==> src/rtl/norm_packer_pkg.sv <==
// Shared defaults and row type for the normalizer -> packer -> SRAM writer path.
package norm_packer_pkg;
  localparam int W_OUT_DEF  = 16;
  localparam int COL_DEF    = 8;
  localparam int N_ROWS_DEF = 8;

  typedef logic [COL_DEF-1:0][W_OUT_DEF-1:0] row_t;
endpackage

==> src/rtl/norm_row_buf.sv <==
// One row register holding both streams, per-element write enable, plus a full flag.
module norm_row_buf #(
  parameter int W_OUT = 16,
  parameter int COL   = 8
) (
  input  logic                          clk,
  input  logic                          reset,
  input  logic                          wr_en_i,
  input  logic [$clog2(COL)-1:0]        wr_col_i,
  input  logic [W_OUT-1:0]              wr_dat1_i,
  input  logic [W_OUT-1:0]              wr_dat2_i,
  input  logic                          set_full_i,
  input  logic                          clr_full_i,
  output logic                          full_o,
  output logic [COL-1:0][W_OUT-1:0]     row1_o,
  output logic [COL-1:0][W_OUT-1:0]     row2_o
);
  logic                      full_q;
  logic [COL-1:0][W_OUT-1:0] row1_q, row2_q;

  always_ff @(posedge clk) begin
    if (reset)           full_q <= 1'b0;
    else if (set_full_i) full_q <= 1'b1;
    else if (clr_full_i) full_q <= 1'b0;
  end

  // Row contents carry no reset; validity is tracked solely by full_q.
  always_ff @(posedge clk) begin
    if (wr_en_i) begin
      row1_q[wr_col_i] <= wr_dat1_i;
      row2_q[wr_col_i] <= wr_dat2_i;
    end
  end

  assign full_o = full_q;
  assign row1_o = row1_q;
  assign row2_o = row2_q;
endmodule

==> src/rtl/norm_packer.sv <==
// Packs serial normalized elements into COL-wide rows via a two-entry ping-pong buffer.
// Row valid 1 cycle after its last beat; no upstream backpressure, rows dropped (sticky overflow) when full.
module norm_packer
  import norm_packer_pkg::*;
#(
  parameter int W_OUT  = W_OUT_DEF,
  parameter int COL    = COL_DEF,
  parameter int N_ROWS = N_ROWS_DEF
) (
  input  logic                        clk,
  input  logic                        reset,
  input  logic                        norm_valid,
  input  logic [W_OUT-1:0]            psum_norm_1,
  input  logic [W_OUT-1:0]            psum_norm_2,
  input  logic                        m_ready,
  output logic                        m_valid,
  output logic [COL*W_OUT-1:0]        m_data_1,
  output logic [COL*W_OUT-1:0]        m_data_2,
  output logic [$clog2(N_ROWS)-1:0]   m_addr,
  output logic                        m_last,
  output logic                        overflow
);
  localparam int CW = $clog2(COL);
  localparam int AW = $clog2(N_ROWS);

  logic [CW-1:0] col_q, col_d;
  logic [AW-1:0] addr_q, addr_d;
  logic          keep_q, keep_d;
  logic          wr_ptr_q, wr_ptr_d;
  logic          rd_ptr_q, rd_ptr_d;
  logic          overflow_q, overflow_d;

  logic [1:0]                      full;
  logic [1:0][COL-1:0][W_OUT-1:0]  row1_all, row2_all;
  logic                            row_start, keep_cur, wr_beat, row_fin, hs;

  // At column 0 the keep decision is taken live from the target buffer's full flag;
  // a buffer being drained this same cycle still reads as full, so that row is dropped.
  always_comb begin
    row_start  = norm_valid && (col_q == '0);
    keep_cur   = (col_q == '0) ? ~full[wr_ptr_q] : keep_q;
    wr_beat    = norm_valid && keep_cur;
    row_fin    = wr_beat && (col_q == CW'(COL-1));
    hs         = m_valid && m_ready;

    col_d      = norm_valid ? col_q + CW'(1) : col_q;
    keep_d     = row_start ? ~full[wr_ptr_q] : keep_q;
    overflow_d = overflow_q | (row_start && full[wr_ptr_q]);
    wr_ptr_d   = row_fin ? ~wr_ptr_q : wr_ptr_q;
    rd_ptr_d   = hs ? ~rd_ptr_q : rd_ptr_q;
    addr_d     = hs ? addr_q + AW'(1) : addr_q;
  end

  always_ff @(posedge clk) begin
    if (reset) begin
      col_q      <= '0;
      addr_q     <= '0;
      keep_q     <= 1'b0;
      wr_ptr_q   <= 1'b0;
      rd_ptr_q   <= 1'b0;
      overflow_q <= 1'b0;
    end else begin
      col_q      <= col_d;
      addr_q     <= addr_d;
      keep_q     <= keep_d;
      wr_ptr_q   <= wr_ptr_d;
      rd_ptr_q   <= rd_ptr_d;
      overflow_q <= overflow_d;
    end
  end

  for (genvar b = 0; b < 2; b++) begin : g_buf
    norm_row_buf #(.W_OUT(W_OUT), .COL(COL)) u_buf (
      .clk        (clk),
      .reset      (reset),
      .wr_en_i    (wr_beat && (wr_ptr_q == 1'(b))),
      .wr_col_i   (col_q),
      .wr_dat1_i  (psum_norm_1),
      .wr_dat2_i  (psum_norm_2),
      .set_full_i (row_fin && (wr_ptr_q == 1'(b))),
      .clr_full_i (hs && (rd_ptr_q == 1'(b))),
      .full_o     (full[b]),
      .row1_o     (row1_all[b]),
      .row2_o     (row2_all[b])
    );
  end

  assign m_valid  = full[rd_ptr_q];
  assign m_data_1 = row1_all[rd_ptr_q];
  assign m_data_2 = row2_all[rd_ptr_q];
  assign m_addr   = addr_q;
  assign m_last   = m_valid && (addr_q == AW'(N_ROWS-1));
  assign overflow = overflow_q;
endmodule

==> config.mk <==
export PLATFORM = sky130hd
export DESIGN_NAME = norm_packer
export DESIGN_NICKNAME = d
export VERILOG_FILES = /design/src/rtl/norm_packer_pkg.sv /design/src/rtl/norm_row_buf.sv /design/src/rtl/norm_packer.sv
export SDC_FILE = /design/constraint.sdc
export NUM_CORES = 1
export LEC_CHECK = 0
export BUFFER_PORTS_ARGS = -buffer_cell sky130_fd_sc_hd__buf_2
export CAP_MARGIN = 20
export CORE_MARGIN = 3
export CORE_UTILIZATION = 55
export CTS_CLUSTER_SIZE = 10
export DETAILED_ROUTE_END_ITERATION = 12
export GPL_TIMING_DRIVEN = 0
export HOLD_SLACK_MARGIN = 0.05
export PLACE_DENSITY = 0.87
export RECOVER_POWER = 25
export SYNTH_ARGS = -nofsm -noshare
export SYNTH_HDL_FRONTEND = slang
export SYNTH_SLANG_ARGS = --single-unit
==> constraint.sdc <==
create_clock -name clk -period 14.1 [get_ports clk]
set_input_delay 0.705 -clock clk [delete_from_list [all_inputs] [get_ports clk]]
set_output_delay 0.705 -clock clk [all_outputs]
set_load 0.1 [all_outputs]
Word-level counts from Yosys, hierarchy flattened

Index checks and enable logic that the tools add are counted.

Reductions and logical operators: 16
Shift operators: 0
Multiplexer cells: 19
Order comparisons: 4
Bitwise operators: 4
Equal/unequal tests: 2
Divide/modulo/power cells: 0
$mul: 0
Add/sub/neg operators: 2

Operators with widths:

| kind                                                                                 | number |
|---|---|
| 128-bit bitwise mux                                                                  | 4 |
| 128-bit 2-to-1 mux                                                                   | 4 |
| 16-bit demux with 3-bit select                                                       | 1 |
| 16-bit 2-to-1 mux                                                                    | 1 |
| 1-bit logical AND                                                                    | 13 |
| 1-bit 2-to-1 mux                                                                     | 9 |
| 3-bit by 1-bit adder with 3-bit output (second input constant)                       | 2 |
| 3-bit equality test (second input constant)                                          | 2 |
| 1-bit by 2-bit less-than comparator with 1-bit output (second input constant)        | 2 |
| 3-bit by 4-bit less-than comparator with 1-bit output (second input constant)        | 1 |
| 2-bit nonzero test                                                                   | 2 |
| 3-bit by 1-bit greater-or-equal comparator with 1-bit output (second input constant) | 1 |
| 3-bit zero test                                                                      | 1 |
| 1-bit inverter                                                                       | 3 |
| 1-bit OR                                                                             | 1 |

Register bits: 524
Logic and storage cells: 87
Input port bits: 36
Output and inout port bits: 262
Memories: 0
ROM bits: 0
Memory bits (writable): 0
Bits in latches: 0

Depth between registers and ports, before layout

Gate-level depths: netlist (run 1).

Depth in word-level cells: 8
Depth in mapped cells: 7
Mapped depth without buffers: 5

Hierarchy

From an unflattened synthesis (run 1), not the netlist that was laid out.

Cell total of the unflattened synthesis: 893
Area total of the unflattened synthesis: 19227.2 µm²

Modules (own cells, without submodules):

| module       | cells an instance | seq. area each (µm²) | area an instance (µm²) | times used |
|---|---|---|---|---|
| norm_row_buf | 273               | 7707.4               | 7796.2                 | 2 |
| norm_packer  | 347               | 200.2                | 3634.7                 | 1 |

Worst setup path before layout (run 1)

No wires, ideal clock.

Path type: register to register
From: register col_q[0]
To: register g_buf[1].u_buf.row1_q (netlist bit g_buf[1].u_buf.row1_o[16]), enable pin
Setup slack: 9.060 ns
Setup time: 0.502 ns
Buffers on the path: 2
Data required time: 13.598 ns
Arrival: 4.538 ns
Stages on the path, launching flop included: 8
Period minus slack after synthesis: 5.040 ns
Cell sequence: dfxtp_1 > clkbuf_1 > inv_1 > ha_1 > nor2b_1 > o22a_1 > buf_6 > nor4_1

Cells in the longest elaborated chain, start to end: 4

RTL lines:

| element                         | RTL line           | RTL |
|---|---|---|
| from (decl)                     | norm_packer.sv:26  | `logic [CW-1:0] col_q, col_d;` |
| from (signal assigned)          | norm_packer.sv:63  | `col_q <= col_d;` |
| 3-bit zero test                 | norm_packer.sv:41  | `keep_cur = (col_q == '0) ? ~full[wr_ptr_q] : keep_q;` |
| 1-bit 2-to-1 mux                | norm_packer.sv:41  |  |
| 1-bit logical AND               | norm_packer.sv:42  | `wr_beat = norm_valid && keep_cur;` |
| 1-bit logical AND               | norm_packer.sv:76  | `.wr_en_i (wr_beat && (wr_ptr_q == 1'(b))),` |
| to (signal, indexed assignment) | norm_row_buf.sv:30 | `row1_q[wr_col_i] <= wr_dat1_i;` |
| to (decl)                       | norm_row_buf.sv:19 | `logic [COL-1:0][W_OUT-1:0] row1_q, row2_q;` |

No other way between the ends.
A chain may end at the register's enable or synchronous reset.

Worst setup path after layout (run 1)

From: register col_q[0]
To: register g_buf[1].u_buf.row1_q (netlist bit g_buf[1].u_buf.row1_o[12]), enable pin

Same word-level chain as after synthesis.

==> results of run 1 <==
-- area by class of cell --
| class | instances | area [µm²] | area share (%) |
|---|---|---|---|
| clock inverters | 5 | 68.8 | 0.293 |
| repair buffers | 337 | 1960 | 8.36 |
| plain buffers | 35 | 185 | 0.789 |
| multi-input cells | 326 | 3450 | 14.7 |
| well taps | 448 | 561 | 2.39 |
| clock buffers | 84 | 1600 | 6.82 |
| inverters | 6 | 22.5 | 0.0960 |
| flip-flops and latches | 524 | 15600 | 66.5 |
-- power groups by stage --
stage	Clock [mW]	Combinational, mW	Sequential (mW)
after floorplan	0	0.142	1.77
after global placement	0	0.191	1.77
after detailed placement	0	0.204	1.77
after CTS	1.36	0.205	1.74
after global routing	1.42	0.211	1.74
final	1.34	0.204	1.74
-- sequential cells by signal, indices dropped and copies added, names as in the netlist --
| name | cells |
|---|---|
| overflow | 1 |
| rd_ptr_q | 1 |
| wr_ptr_q | 1 |
| g_buf.u_buf.full_o | 2 |
| keep_q | 1 |
| col_q | 3 |
| g_buf.u_buf.row2_o | 256 |
| g_buf.u_buf.row1_o | 256 |
| m_addr | 3 |
-- cells in the mapped netlist --
library cell  number
mux2i_1            4
nand3_1            2
nand2_1            7
nor4_2             1
o21ai_0            3
a22oi_1            1
mux2_2           257
nor4_1             2
buf_6              2
nand4b_1           1
nand2b_1           1
nor4_4             1
nor3_1             6
or2b_1             1
a21o_1             1
and2_1             1
buf_2             31
edfxtp_1         512
clkbuf_1           2
nand3b_1           2
nand4_1            2
o31ai_2            1
or2_2              1
o32ai_1            1
nor2_1            14
a21oi_1            3
xnor2_1            1
mux2_4             1
or3_1              1
o22a_1             1
inv_1              6
nor2b_1            2
ha_1               5
nor3b_1            1
a31oi_1            1
dfxtp_1           12
-- worst paths after layout --
kind,depth (start not counted),end,slack [ns]
max,9,g_buf[1].u_buf.row1_o[12]$_DFFE_PP_,10.65
max reg2reg,9,g_buf[1].u_buf.row1_o[12]$_DFFE_PP_,10.65
min reg2reg,2,overflow$_SDFF_PP0_,0.50
min,3,m_addr[2]$_SDFFE_PP0N_,0.43
-- layer usage --
metal  vias up  routed length, µm  GRT usage (%)
li1       4318                  -              -
met1      5042              17200           30.0
met2       486              23200           43.3
met3        87               4290           6.99
met4         0               1280           8.74
met5         -                  0              0
-- logic make-up (layout without fill, tap and decap cells) --
family	after synthesis	after routing	share of synthesized area, %
fa+ha+maj	5	5	0.326
mux	262	262	15.4
xor+xnor	1	1	0.0457
simple gates	46	46	1.32
buf+inv	41	467	1.08
compound gates	12	12	0.424
flops	524	524	81.4
-- worst min-delay path, delay by kind of cell --
family | cells | cell delay (ns)
AOI/OAI and AO/OA | 1 | 0.05
buffers and inverters | 1 | 0.14
and+or+nand+nor | 1 | 0.09
-- through the flow --
stage | total power [mW] | hold slack (ns) | util, % | instances
floorplan | 1.91 | 0.503 | - | 891
global placement | 1.96 | 0.486 | 62.5 | 1635
detailed placement | 1.97 | 0.486 | 64.3 | 1676
CTS | 3.31 | 0.388 | 69.2 | 1765
global route | 3.37 | 0.428 | 69.1 | 1765
finish | 3.28 | 0.431 | 69.1 | 1765
==> results.py, run 1 <==
metrics = {
    "pwr": {
        "power_switching_share_pct": 22.0,
        "power_leakage_nw": 8.19,
        "power.density_cell_area_nw_per_um2": 140,
        "intPower_mw": 2.56,
        "p_clk_share_pct": 40.9,
        "seqPwrFrac_pct": 52.9,
        "p_switching_mw": 0.723,
        "ir_drop_mv": 0.107,
        "power_frac_comb_pct": 6.2,
    },
    "clock_network": {
        "cts_root_buf": "clkbuf_16",
        "clkTransAtPathRegs_ns": 0.06,
        "clock_latency_ns": 0.60,
        "numCtsBuffers": 59,
        "clock-sinks": 524,
        "cts_tree": "built",
        "hold_buffers": 0,
        "cts_resized": 0,
        "cts_buffer_depth": 3,
        "post_cts_buffers": 0,
        "ctsHtreeMaxLevel": 2,
    },
    "logic_synthesis": {
        "netlist_top_cells_area": "edfxtp_1, mux2_2, dfxtp_1",
        "ys_ff_latch": 524,
        "syn_area_um2": 19200,
        "yosys.area.top_type_share_pct": 80.2,
        "ys_seq_area_share_pct": 81.4,
        "yosysWarnings": 0,
        "yosys.cell_types.count": 36,
        "synth.net_count": 932,
        "avgSynthCellArea_um2": 21.5,
        "synth_cells": 891,
        "synth_area_leader_cell": "edfxtp_1",
    },
    "routing": {
        "drc": 0,
        "drt_iter0_markers": 807,
        "viasPerCell": 5.63,
        "routed_wl_um": 46000,
        "post_drt_wl_per_cell_um": 26.1,
        "dr.pass1.iters": 5,
        "vias": 9933,
        "detail-route-antenna-nets": 0,
    },
    "place": {
        "dpl.hpwl_um": 30900,
        "placed_area_um2": 21800,
        "place_ws_ns": 10.76,
        "gp_congestion": 0.755,
        "numPortBuffers": 296,
    },
    "worst_setup_path": {
        "cp_slowest_cell": "nor4_2",
        "crit_top_cell": "buf_4",
        "start_kind": "flop",
        "crit_family": "buffers and inverters",
        "end_kind": "flop",
        "crit_path_cell_trace": "clkbuf_1 -> inv_1 -> ha_1 -> nor2b_1 -> o22a_1 -> buf_6 -> nor4_2 -> buf_4 -> buf_4",
        "crit_arrival_ns": 3.74,
        "critPathLaunch": "col_q[0]$_SDFFE_PP0P_",
        "cp.required_ns": 14.39,
        "crit_fanout": 9,
        "timing.rr.start": "col_q[0]$_SDFFE_PP0P_",
        "path_class": "reg2reg",
        "crit_buf_inv": 5,
        "critPathMaxStageDelay_ns": 0.73,
    },
    "sta": {
        "hold_viol": 0,
        "finalSetupViolCount": 0,
        "tightest_slew_ns": 0.975,
        "relSlewSlack_pct": 34.7,
        "max_freq_mhz": 290,
        "fin_crit_sh_pct": 24.5,
        "rsz0062_at_grt": "no",
        "clock_skew_ns": 0.0236,
        "post-route-min-period_ns": 3.45,
        "tns_ns": 0,
        "slew_viol_final": 0,
        "final.setup.worst_slack_ns": 10.65,
    },
    "global_route": {
        "overflow": 0,
        "grt_pass1_wl_um": 66500,
        "grt.total_usage_pct": 24.9,
        "antenna_found_initial": 0,
        "grt_max_degree": 22,
        "grt_pass1_vias": 10522,
    },
    "cells_and_area": {
        "diodes": 0,
        "syn2layout_area_growth_pct": 22.4,
        "final_common_cell": "edfxtp_1",
        "final_cell_mix": "edfxtp_1, buf_2, mux2_2",
        "final_area_um2": 23500,
        "layout-drive-gt1-share_pct": 52.3,
        "final_nets": 1330,
        "fillerInstances": 2079,
    },
    "floorplanning": {
        "initial_core_util_pct": 56.5,
        "die_h_um": 193,
        "die-area_um2": 37100,
        "placementRows": 67,
        "io_pins": 298,
        "die_x_um": 193,
        "design.core.area_um2": 34000,
    },
    "min_path": {
        "hold_path_class": "in2reg",
        "min-delay-start": "m_ready",
    },
    "outcome": {
        "status": "completed",
    },
    "run": {
        "maxCapViolCount": 0,
    },
}
(Power assumes the default switching activity.)
==> run 2, diff against run 1 <==
clock period = 3.28 ns   (was 14.1 ns; I/O delays follow)
==> run 2 against run 1 <==
Effect of this change:
- final cell count increased by 1.1%
- clock skew decreased by 0.0064 ns
- setup slack got worse by 10 ns
- sequential cell count unchanged
- via count increased by 2.5%
- largest cell class unchanged
==> results.py, run 2 (same netlist as run 1, synthesis figures left out) <==
metrics = {
    "outcome": {
        "status": "completed",
    },
    "clock_network": {
        "ctsHtreeMaxLevel": 2,
        "cts_tree": "built",
        "clkTransAtPathRegs_ns": 0.06,
        "clock-sinks": 524,
        "cts_root_buf": "clkbuf_16",
        "cts_buffer_depth": 3,
        "numCtsBuffers": 58,
        "clock_latency_ns": 0.59,
    },
    "worst_setup_path": {
        "timing.rr.start": "col_q[0]$_SDFFE_PP0P_",
        "reg2regPathDepth": 9,
        "end_kind": "flop",
        "cp.required_ns": 3.56,
        "ff2ff_setup_slack_ns": 0.18,
        "path_class": "reg2reg",
        "critPathLaunch": "col_q[0]$_SDFFE_PP0P_",
        "crit_fanout": 9,
        "rr_endpoint": "g_buf[0].u_buf.row2_o[17]$_DFFE_PP_",
        "start_kind": "flop",
        "crit_arrival_ns": 3.39,
    },
    "sta": {
        "tightest_slew_ns": 0.854,
        "slew_viol_final": 0,
        "final.setup.worst_slack_ns": 0.177,
        "relSlewSlack_pct": 42.9,
        "post-route-min-period_ns": 3.10,
        "finalSetupViolCount": 0,
        "fin_crit_sh_pct": 94.6,
        "max_freq_mhz": 322,
        "clock_skew_ns": 0.0172,
        "hold_viol": 0,
        "rsz0062_at_grt": "no",
    },
    "routing": {
        "vias": 10184,
        "routed_wl_um": 48500,
        "post_drt_wl_per_cell_um": 27.2,
        "drt_iter0_markers": 777,
        "detail-route-antenna-nets": 0,
        "dr.pass1.iters": 5,
        "drc": 0,
        "viasPerCell": 5.71,
    },
    "pwr": {
        "power_leakage_nw": 8.33,
        "ir_drop_mv": 0.586,
        "power.density_cell_area_nw_per_um2": 587,
    },
    "global_route": {
        "overflow": 0,
        "grt_busiest_layer": "met2",
        "grt.total_usage_pct": 26.2,
        "grt_pass1_vias": 10975,
        "grtUsageMet2_pct": 45.9,
        "met1_usage_pct": 30.1,
        "grt_pass1_wl_um": 69600,
        "met3_usage_pct": 8.96,
        "grt_max_degree": 23,
        "antenna_found_initial": 0,
    },
    "place": {
        "dpl.hpwl_um": 30800,
        "place_ws_ns": -0.284,
        "numPortBuffers": 296,
        "gp_congestion": 0.739,
        "placed_area_um2": 21900,
    },
    "floorplanning": {
        "initial_core_util_pct": 56.5,
        "die_h_um": 193,
        "die_x_um": 193,
        "placementRows": 67,
        "io_pins": 298,
        "design.core.area_um2": 34000,
        "die-area_um2": 37100,
    },
    "cells_and_area": {
        "regArea_um2": 15600,
        "fillerInstances": 1991,
        "diodes": 0,
        "multiInputGateArea_um2": 3500,
        "final_cell_mix": "edfxtp_1, buf_2, mux2_2",
        "syn2layout_area_growth_pct": 24.5,
        "layout-drive-gt1-share_pct": 51.3,
        "final_area_um2": 23900,
        "final_common_cell": "edfxtp_1",
        "final_nets": 1364,
    },
    "min_path": {
        "hold_path_class": "in2reg",
        "whs_endpoint": "m_addr[1]$_SDFFE_PP0N_",
        "hold_depth": 4,
        "min-delay-start": "m_ready",
    },
    "run": {
        "maxCapViolCount": 0,
    },
}
-- run 2: changes by cell type in the layout (fill, tap and decap cells not counted), sizes merged --
cell / delta
dlygate4sd3: +35
clkbuf: -10
inv: -2
buf: -1
bufinv: -1
clkinv: -1
-- run 2: final cells by class --
class | count | area share (%)
buffer | 35 | 0.781
timing repair buffer | 372 | 10.1
inverter | 6 | 0.0943
sequential | 524 | 65.4
multi-input combinational | 326 | 14.7
clock inverter | 1 | 0.0210
tap | 448 | 2.35
clock buffer | 73 | 6.63
-- run 2: worst max-delay path by stage --
stage / to / slack (ns) / cells after the start
floorplan: g_buf[0].u_buf.row1_o[0]$_DFFE_PP_ / -0.93 / 7
global placement: g_buf[0].u_buf.row2_o[49]$_DFFE_PP_ / -3.35 / 7
detailed placement: g_buf[0].u_buf.row1_o[13]$_DFFE_PP_ / -0.28 / 9
CTS: g_buf[0].u_buf.row1_o[37]$_DFFE_PP_ / 0.19 / 9
global route: g_buf[0].u_buf.row1_o[37]$_DFFE_PP_ / 0.10 / 9
finish: g_buf[0].u_buf.row2_o[17]$_DFFE_PP_ / 0.18 / 9
-- run 2: critical path, stage by stage (launching register included) --
cell and delay, ns:
dfxtp_1 0.34, clkbuf_2 0.30, inv_1 0.28, ha_1 0.31, nor2b_1 0.17, o22a_1 0.22, buf_6 0.18, nor3_4 0.54
buf_8 0.24, buf_6 0.19
-- run 2: per-layer routing --
layer	wire length [µm]	share of wire, %
met3	5330	11
met2	24800	51
met1	17000	35
met4	1360	2.8
met5	0	0
-- run 2: power breakdown --
group / internal [mW] / switching, mW / total (mW)
logic: 0.178 / 0.756 / 0.933
registers: 7.45 / 0.0249 / 7.47
clock network: 3.30 / 2.31 / 5.61
total: 10.9 / 3.09 / 14.0
-- run 2: metrics by stage --
| step | util [%] | cells | power, mW | hold slack, ns | TNS [ns] |
|---|---|---|---|---|---|
| after floorplan | - | 891 | 8.22 | 0.263 | -163.60 |
| after global routing | 70.3 | 1785 | 14.4 | 0.470 | 0 |
| after detailed placement | 64.5 | 1668 | 8.48 | 0.478 | -9.41 |
| after global placement | 62.6 | 1635 | 8.43 | 0.473 | -848.83 |
| after CTS | 70.4 | 1785 | 14.1 | 0.419 | 0 |
| final | 70.3 | 1785 | 14.0 | 0.477 | 0 |
-- run 2: timing repair --
item	in CTS	in global routing
setup endpoints to repair	113	0
endpoints found under the hold margin	523	0
gates resized for setup	4	0
hold buffers	35	0
buffers inserted	8	0
==> run 3, diff against run 2 <==
ABC_AREA = 1   (was not set)
==> run 3 against run 2 <==
Effect of this change:
- fmax rose by 16%
- area after synthesis rose by 0.25%
- clock power is essentially flat
- sequential share of layout area increased by 0.51 points
- register-to-register slack better by 0.49 ns
- clock skew up 0.0079 ns
- critical endpoint is now m_data_2[109]
- via count is 22% higher
- final cell count up 30%
- clock-buffer cell count is 11 higher
- core utilization down 0.55 points
==> results.py, run 3 <==
metrics = {
    "cells_and_area": {
        "final_cells": 2314,
        "layout-drive-gt1-share_pct": 21.9,
        "fillerInstances": 2154,
        "diodes": 0,
        "multiInputGateArea_um2": 3430,
        "final_core_utilization_pct": 69.8,
        "final_area_um2": 23700,
        "syn2layout_area_growth_pct": 23.2,
        "final_cell_mix": "nand2_1, edfxtp_1, buf_2",
        "final_nets": 1881,
        "regArea_um2": 15600,
        "final_common_cell": "nand2_1",
    },
    "sta": {
        "fin_crit_sh_pct": 81.4,
        "finalSetupViolCount": 0,
        "relSlewSlack_pct": 21.7,
        "hold_viol": 0,
        "clock_skew_ns": 0.0251,
        "tightest_slew_ns": 1.17,
        "rsz0062_at_grt": "no",
        "tns_ns": 0,
        "post-route-min-period_ns": 2.67,
        "slew_viol_final": 0,
        "max_freq_mhz": 375,
    },
    "worst_setup_path": {
        "path_class": "reg2out",
        "crit_fanout": 10,
        "critPathMaxStageDelay_ns": 0.50,
        "cp.required_ns": 3.12,
        "rr_endpoint": "g_buf[1].u_buf.row2_o[67]$_DFFE_PP_",
        "timing.rr.start": "col_q[0]$_SDFFE_PP0P_",
        "crit_family": "buffers and inverters",
        "cp_slowest_cell": "clkbuf_1",
        "crit_top_cell": "nand2_1",
        "start_kind": "flop",
        "ff2ff_setup_slack_ns": 0.67,
        "critPathLaunch": "rd_ptr_q$_SDFFE_PP0N_",
        "crit_path_cell_trace": "buf_6 -> buf_4 -> clkbuf_1 -> nand2_1 -> nand2_1 -> buf_2",
        "reg2regPathDepth": 8,
        "endpoint": "m_data_2[109]",
        "end_kind": "primary output",
        "cp_num_cells": 6,
        "crit_arrival_ns": 2.51,
        "crit_buf_inv": 4,
    },
    "floorplanning": {
        "die_x_um": 193,
        "die-area_um2": 37200,
        "initial_core_util_pct": 56.6,
        "die_h_um": 193,
        "io_pins": 298,
        "placementRows": 67,
        "design.core.area_um2": 34000,
    },
    "logic_synthesis": {
        "synth.net_count": 1477,
        "synth_area_leader_cell": "edfxtp_1",
        "ys_async_sr_fraction_pct": 0,
        "syn_area_um2": 19200,
        "yosysWarnings": 0,
        "ys_ff_latch": 524,
        "synth_common_cells": "nand2_1, edfxtp_1, clkbuf_1",
        "synthFlopType": "edfxtp_1",
        "ys_seq_area_share_pct": 81.2,
        "synth_cells": 1436,
        "netlist_top_cells_area": "edfxtp_1, nand2_1, dfxtp_1",
        "synth-edff-count": 512,
        "yosys.area.top_type_share_pct": 80.0,
        "yosysMostFrequentCell": "nand2_1",
        "yosys.cell_types.count": 23,
        "avgSynthCellArea_um2": 13.4,
    },
    "clock_network": {
        "clock-sinks": 524,
        "cts_tree": "built",
        "cts_resized": 0,
        "numCtsBuffers": 58,
        "ctsHtreeMaxLevel": 2,
        "clock_latency_ns": 0.57,
        "cts_root_buf": "clkbuf_16",
        "cts_buffer_depth": 3,
        "clkTransAtPathRegs_ns": 0.06,
    },
    "routing": {
        "drt_iter0_markers": 1112,
        "dr.pass1.iters": 5,
        "drc": 0,
        "detail-route-antenna-nets": 0,
        "vias": 12383,
        "post_drt_wl_per_cell_um": 21.3,
        "viasPerCell": 5.35,
        "routed_wl_um": 49400,
    },
    "pwr": {
        "power.density_cell_area_nw_per_um2": 588,
        "power_switching_share_pct": 22.2,
        "p_switching_mw": 3.09,
        "power_leakage_nw": 9.37,
        "power_frac_comb_pct": 6.0,
        "intPower_mw": 10.8,
        "total_power_mw": 13.9,
        "ir_drop_mv": 0.504,
        "seqPwrFrac_pct": 53.5,
        "p_clk_share_pct": 40.5,
    },
    "place": {
        "place_inst": 2195,
        "placed_area_um2": 21800,
        "numPortBuffers": 297,
        "gp_congestion": 0.826,
        "dpl.hpwl_um": 31900,
    },
    "global_route": {
        "grt_pass1_vias": 12269,
        "antenna_found_initial": 0,
        "grt.total_usage_pct": 26.4,
        "overflow": 0,
        "grt_pass1_wl_um": 71900,
        "grt_max_degree": 33,
    },
    "run": {
        "maxCapViolCount": 0,
    },
    "outcome": {
        "status": "completed",
    },
    "min_path": {
        "hold_path_class": "in2reg",
        "hold_depth": 1,
    },
}
-- run 3: cell types whose count changed in the layout (fill, tap and decap cells not counted), sizes merged, moves of 8 or more --
cell,before,now
nand2,7,785
mux2,258,0
clkbuf,99,134
buf,346,318
nor2,14,26
nand3,2,10
-- run 3: per-layer routing --
metal  wire (µm)  GRT usage [%]  up-vias
met5           0              0        -
met3        5780           7.58      108
met1       17300           31.4     5929
li1            -              -     5652
met2       24800           46.5      694
met4        1480           8.82        0
-- run 3: final cells by class --
| cell class | instances | share of cell area (%) |
|---|---|---|
| Sequential cell | 524 | 65.9 |
| Multi-Input combinational cell | 844 | 14.5 |
| Timing Repair Buffer | 344 | 9.18 |
| Clock buffer | 84 | 6.72 |
| Tap cell | 448 | 2.37 |
| Buffer | 57 | 1.11 |
| Inverter | 11 | 0.174 |
| Clock inverter | 2 | 0.0528 |
-- run 3: metrics by stage --
stage	setup WS, ns	hold slack [ns]
global route	0.468	0.391
detailed placement	0.759	0.388
CTS	0.584	0.0514
finish	0.611	0.377
global placement	-0.851	0.384
floorplan	0.405	0.233
-- run 3: cells by family after synthesis --
| group | Yosys count | share of synthesized area, % |
|---|---|---|
| flops | 524 | 81.2 |
| compound gates | 16 | 0.456 |
| fa+ha+maj | 5 | 0.325 |
| simple gates | 822 | 16.4 |
| xor+xnor | 1 | 0.0456 |
| buf+inv | 68 | 1.59 |
-- run 3: what timing repair did --
action	CTS	global route
hold buffers	33	0
hold endpoints to repair	459	0
buffers inserted	0	0
setup endpoints to repair	0	0
-- run 3: worst min path at each step --
| stage | startpoint | to | slack, ns |
|---|---|---|---|
| global route | psum_norm_1[15] | g_buf[1].u_buf.row1_o[47]$_DFFE_PP_ | 0.39 |
| floorplan | reset | g_buf[0].u_buf.full_o$_SDFFE_PP0P_ | 0.23 |
| CTS | psum_norm_1[15] | g_buf[0].u_buf.row1_o[15]$_DFFE_PP_ | 0.05 |
| finish | psum_norm_2[5] | g_buf[1].u_buf.row2_o[117]$_DFFE_PP_ | 0.38 |
| global placement | reset | g_buf[0].u_buf.full_o$_SDFFE_PP0P_ | 0.38 |
| detailed placement | reset | g_buf[0].u_buf.full_o$_SDFFE_PP0P_ | 0.39 |
-- run 3: power groups by stage --
stage | clock network, mW | logic [mW] | registers (mW)
after floorplan | 0 | 0.524 | 7.58
after global placement | 0 | 0.757 | 7.58
after detailed placement | 0 | 0.808 | 7.58
after CTS | 5.68 | 0.839 | 7.45
after global routing | 5.97 | 0.871 | 7.45
final | 5.64 | 0.839 | 7.45
